--- config.mk ---
export PLATFORM = sky130hd
export DESIGN_NAME = park_space_register
export DESIGN_NICKNAME = d
export VERILOG_FILES = /design/src/rtl/park_space_register.sv
export SDC_FILE = /design/constraint.sdc
export NUM_CORES = 1
export LEC_CHECK = 0
export ABC_AREA = 1
export BUFFER_PORTS_ARGS = -buffer_cell sky130_fd_sc_hd__buf_2
export CAP_MARGIN = 5
export CORE_ASPECT_RATIO = 1.75
export CORE_MARGIN = 8
export CORE_UTILIZATION = 45
export DETAILED_ROUTE_END_ITERATION = 12
export PLACE_DENSITY = 0.67
export RECOVER_POWER = 50
export SLEW_MARGIN = 20
export SYNTH_ARGS = -nofsm -noshare
export SYNTH_HDL_FRONTEND = slang
export SYNTH_SLANG_ARGS = --single-unit
--- constraint.sdc ---
create_clock -name clk -period 2.3 [get_ports clk]
set_input_delay 0.46 -clock clk [delete_from_list [all_inputs] [get_ports clk]]
set_output_delay 0.46 -clock clk [all_outputs]
set_load 0.02 [all_outputs]
--- src/rtl/park_space_register.sv ---
// Parking free-space register with entry/exit req/ack channels.
// Optional PARK_STATS_EN adds entry_total, reject_total and peak_occupancy outputs.

module park_space_chan (
  input  logic clk,
  input  logic reset,
  input  logic req,
  input  logic ok,
  output logic take,
  output logic ack,
  output logic err
);
  typedef enum logic [1:0] {IDLE, RESP, WAIT_LOW} state_t;
  state_t state;

  assign take = (state == IDLE) && req;

  always_ff @(posedge clk or posedge reset) begin
    if (reset) begin
      state <= IDLE;
      ack   <= 1'b0;
      err   <= 1'b0;
    end else begin
      ack <= 1'b0;
      err <= 1'b0;
      case (state)
        IDLE: if (req) begin
          state <= RESP;
          ack   <= ok;
          err   <= !ok;
        end
        RESP:     state <= WAIT_LOW;
        WAIT_LOW: if (!req) state <= IDLE;
        default:  state <= IDLE;
      endcase
    end
  end
endmodule

module park_space_register #(
  parameter int                NUM_W     = 3,
  parameter int                SPACES    = 8,
  parameter logic [SPACES-1:0] INIT_FREE = 8'hFF
) (
  input  logic              clk,
  input  logic              reset,
  input  logic              enter_req,
  input  logic [NUM_W-1:0]  enter_number,
  input  logic              exit_req,
  input  logic [NUM_W-1:0]  exit_number,
  output logic              enter_ack,
  output logic              enter_err,
  output logic              exit_ack,
  output logic              exit_err,
  output logic [SPACES-1:0] parking_capacity,
  output logic [NUM_W:0]    free_count,
  output logic              full,
  output logic              empty
`ifdef PARK_STATS_EN
  ,
  output logic [15:0]       entry_total,
  output logic [7:0]        reject_total,
  output logic [NUM_W:0]    peak_occupancy
`endif
);
  localparam int NCAP = 2**NUM_W;
  localparam int CW   = NUM_W + 1;

  function automatic logic [NUM_W:0] popcount(input logic [SPACES-1:0] v);
    popcount = '0;
    for (int i = 0; i < SPACES; i++) popcount = popcount + CW'(v[i]);
  endfunction

  // channel 0 = exit, channel 1 = entry
  logic [1:0] req_v, ok_v, take_v, ack_v, err_v;
  assign req_v = {enter_req, exit_req};

  for (genvar c = 0; c < 2; c++) begin : g_chan
    park_space_chan u_chan (
      .clk  (clk),
      .reset(reset),
      .req  (req_v[c]),
      .ok   (ok_v[c]),
      .take (take_v[c]),
      .ack  (ack_v[c]),
      .err  (err_v[c])
    );
  end

  assign {enter_ack, exit_ack} = ack_v;
  assign {enter_err, exit_err} = err_v;

  // Padded copies so any NUM_W-bit index is in range; range is checked separately.
  logic [NCAP-1:0]   cap_ext, mid_ext, ex_oh, en_oh;
  logic [SPACES-1:0] ex_mask, en_mask, cap_mid, cap_next;
  logic              ex_in_range, en_in_range, exit_ok, enter_ok;

  always_comb begin
    ex_in_range = 32'(exit_number) < SPACES;
    en_in_range = 32'(enter_number) < SPACES;
    ex_oh       = NCAP'(1) << exit_number;
    en_oh       = NCAP'(1) << enter_number;
    ex_mask     = SPACES'(ex_oh);
    en_mask     = SPACES'(en_oh);
    cap_ext     = NCAP'(parking_capacity);
    // Exit is resolved first; entry then sees the post-exit vector.
    exit_ok     = ex_in_range && !cap_ext[exit_number];
    cap_mid     = parking_capacity | ((take_v[0] && exit_ok) ? ex_mask : '0);
    mid_ext     = NCAP'(cap_mid);
    enter_ok    = en_in_range && mid_ext[enter_number];
    cap_next    = cap_mid & ~((take_v[1] && enter_ok) ? en_mask : '0);
  end

  assign ok_v = {enter_ok, exit_ok};

  always_ff @(posedge clk or posedge reset) begin
    if (reset) begin
      parking_capacity <= INIT_FREE;
      free_count       <= popcount(INIT_FREE);
    end else begin
      parking_capacity <= cap_next;
      free_count       <= free_count + CW'(take_v[0] && exit_ok) - CW'(take_v[1] && enter_ok);
    end
  end

  assign full  = (free_count == '0);
  assign empty = (free_count == CW'(SPACES));

`ifdef PARK_STATS_EN
  logic [8:0]     rej_sum;
  logic [NUM_W:0] occupancy;
  assign rej_sum   = {1'b0, reject_total} + 9'(enter_err) + 9'(exit_err);
  assign occupancy = CW'(SPACES) - free_count;

  always_ff @(posedge clk or posedge reset) begin
    if (reset) begin
      entry_total    <= '0;
      reject_total   <= '0;
      peak_occupancy <= '0;
    end else begin
      if (enter_ack && entry_total != 16'hFFFF) entry_total <= entry_total + 16'd1;
      reject_total <= rej_sum[8] ? 8'hFF : rej_sum[7:0];
      if (occupancy > peak_occupancy) peak_occupancy <= occupancy;
    end
  end
`endif
endmodule

==> results_dict.tcl <==
set metrics [dict create \
    status "finished with violations" \
    failed_checks "setup timing" \
    fp.dieH_um 87.8 \
    cts_buffer_depth 2 \
    final_util 0.652 \
    final.setup_skew_ns 0.00632 \
    max_cap_violations 0 \
    crit_chain "nand2_1 > nand2_1 > nand2_1 > nand3_2 > nand2_4 > nand3_2 > nand2_2 > o21ai_1 > inv_1 > nand2_1 > nand2_2 > nand2_2 > nand2_1 > nand2_1 > ha_2 > inv_2 > fa_1 > xnor2_1" \
    rsz0062_at_grt "yes" \
    grt.total_usage 0.148 \
    async_flop_share 1.00 \
    wl_per_cell_um 12.9 \
    final_area_sq_mm 0.00187 \
    synth_most_common_cell "nand2_1" \
    arrival_ns 2.51 \
    drc 0 \
    diodes 0 \
    finalSetupTns_ns -0.129 \
    placed_area_sq_mm 0.00166 \
    synth-main-ff-cell "dfrtp_1" \
    row_count 26 \
    p_leak_nw 1.06 \
    cpMostUsedCell "nand2_1" \
    gp_congestion 0.893 \
    insertion_delay_ns 0.26 \
    r2r_setup_slack_ns -0.06 \
    drive_above_1_share 0.445 \
    ant_nets 0 \
    dieWidth_um 57.0 \
    grt_overflow 0 \
    area_growth_pct 40.7 \
    cp-end-kind "flip-flop" \
    path_class "reg2reg" \
    io_pins 28 \
    period_share 1.03 \
    worstMarginPinSlew_ns 0.764 \
    slowest_delay_ns 0.54 \
    clock_sinks 20 \
    antenna_found_initial 0 \
    p_total_mw 2.26 \
    ys_warn_count 0 \
    clockRootBuffer "clkbuf_8" \
    yosys-top-cells-area "dfrtp_1 (21%), dfstp_2 (18%), nand2_1 (13%)" \
    avgSynthCellArea_sq_um 7.33 \
    grt_pass1_vias 1428 \
    ys_seq_area_frac 0.386 \
    power_density_mw_per_mm2 1210 \
    synth_common_cells "nand2_1 (46), inv_1 (37), nor2_1 (26)" \
    cts_tree "done" \
    startpoint_type "flip-flop" \
    ff2ff_path_depth 18 \
    initial_core_util 0.463 \
    port-buffer-count 27 \
    worst_path_max_delay_cell "dfstp_2" \
    cts_hold_buf 0 \
    ys_ff_latch 20 \
    routed-via-count 1344 \
    synth_area_sq_mm 0.00133 \
    worst-endpoint-required_ns 2.46 \
    nets 264 \
    cts_buffers 3 \
    synth_top_area_frac 0.208 \
    drt_iter0_markers 29 \
    core-area_sq_mm 0.00286 \
    ys_types 24 \
    die-area_sq_mm 0.00501 \
    path_max_fanout 5 \
    cts_max_level 1 \
    synthCells 181 \
    viasPerCell 4.89 \
    synth_edf_count 0 \
    startpoint "parking_capacity[3]$_DFF_PP1_" \
    finalHoldViolCount 0 \
    wirelength_mm 3.55 \
    min_period_ns 2.36 \
    report.final.slew_viol_count 0 \
    relSlewSlack 0.490 \
    grt_max_degree 21 \
    synth_top_cell_by_area "dfrtp_1" \
    crit_end "free_count[2]$_DFF_PP0_" \
    synth_nets 197 \
    dp_hpwl_mm 2.73 \
    dr.pass1.iters 4 \
    maxClockFrequency_mhz 424 \
    min_path_type "in2async" \
    setup_viol 3 \
    reg2reg_from "parking_capacity[3]$_DFF_PP1_" \
    vdd_drop_max_mv 0.806 \
    grt_pass1_wl_mm 5.98 \
    rr_endpoint "free_count[2]$_DFF_PP0_" \
    setup_ws_ns -0.0598 \
    cts.clk_slew.worst_paths_ns 0.08 \
]
-- flip-flops by register name (all words and copies together) (netlist names) --
name and cells:
parking_capacity 8, g_chan.u_chan.ack 2, g_chan.u_chan.state 4, free_count 4, g_chan.u_chan.err 2
-- cell usage in the layout (no fill, tap or decap), types with 2 or more instances in the layout --
| master | count |
|---|---|
| nor2_2 | 3 |
| ha_1 | 4 |
| nand2_2 | 9 |
| nor3b_1 | 2 |
| buf_2 | 26 |
| nor2_1 | 24 |
| nand3_2 | 15 |
| nor3_1 | 2 |
| clkbuf_4 | 2 |
| nand2_1 | 41 |
| dfstp_2 | 9 |
| inv_2 | 2 |
| buf_4 | 36 |
| clkbuf_8 | 4 |
| xnor2_1 | 2 |
| dfrtp_1 | 11 |
| inv_1 | 36 |
| nand3_1 | 8 |
| a21oi_1 | 2 |
-- through the flow --
stage	std cells	hold slack (ns)	setup WS (ns)
finish	275	0.318	-0.0598
global route	275	0.385	-0.214
CTS	273	0.347	-0.0672
detailed placement	259	0.503	-0.296
global placement	259	0.479	-0.181
floorplan	181	0.417	-0.105
-- worst min path at each step --
stage / endpoint / depth (start not counted) / slack, ns
after floorplan: free_count[0]$_DFF_PP0_ / 1 / 0.42
after global placement: g_chan[0].u_chan.err$_DFF_PP0_ / 1 / 0.48
after detailed placement: g_chan[0].u_chan.err$_DFF_PP0_ / 1 / 0.50
after CTS: g_chan[0].u_chan.state[1]$_DFFE_PP0P_ / 2 / 0.35
after global routing: g_chan[0].u_chan.state[0]$_DFFE_PP0P_ / 2 / 0.38
final: g_chan[0].u_chan.state[1]$_DFFE_PP0P_ / 2 / 0.32
-- repair_timing --
action                                  in CTS  in global routing
gates resized for setup                      4                 13
pin swaps                                    3                  5
endpoints found under the setup margin       2                  4
cloned                                       1                  0
buffers inserted                             9                  2
-- layout make-up --
type / count / area [sq um]
inverters: 39 / 149
clock buffers: 4 / 55.1
flip-flops and latches: 20 / 512
fillers: 269 / 997
multi-input cells: 120 / 699
repair buffers: 64 / 415
well taps: 28 / 35.0
-- worst max-delay path, delay by kind of cell (launching register included) --
family | cells | cell delay [ns]
AO/OA/AOI/OAI | 1 | 0.11
XOR/XNOR | 1 | 0.14
AND/OR/NAND/NOR | 12 | 0.84
flip-flops | 1 | 0.54
adder cells (fa/ha/maj) | 2 | 0.54
buffers and inverters | 2 | 0.09
-- routing by layer --
| layer | vias up | GRT usage | routed length (um) |
|---|---|---|---|
| li1 | 673 | - | - |
| met1 | 622 | 0.135 | 1250 |
| met2 | 35 | 0.274 | 2020 |
| met3 | 14 | 0.0319 | 127 |
| met4 | 0 | 0.107 | 158 |
| met5 | - | 0 | 0 |
-- cell families after synthesis --
logic type / share of synthesized area
AO/OA/AOI/OAI: 0.0151
XOR/XNOR: 0.0132
adder cells (fa/ha/maj): 0.0623
buffers and inverters: 0.135
flip-flops: 0.386
AND/OR/NAND/NOR: 0.389
-- power by group --
part           leakage, nW  internal [mW]  switching, mW
clock network       0.0288          0.153          0.120
registers            0.234          0.567          0.107
logic                0.799          0.582          0.727
total                 1.06           1.30          0.954
(Power assumes the default switching activity.)
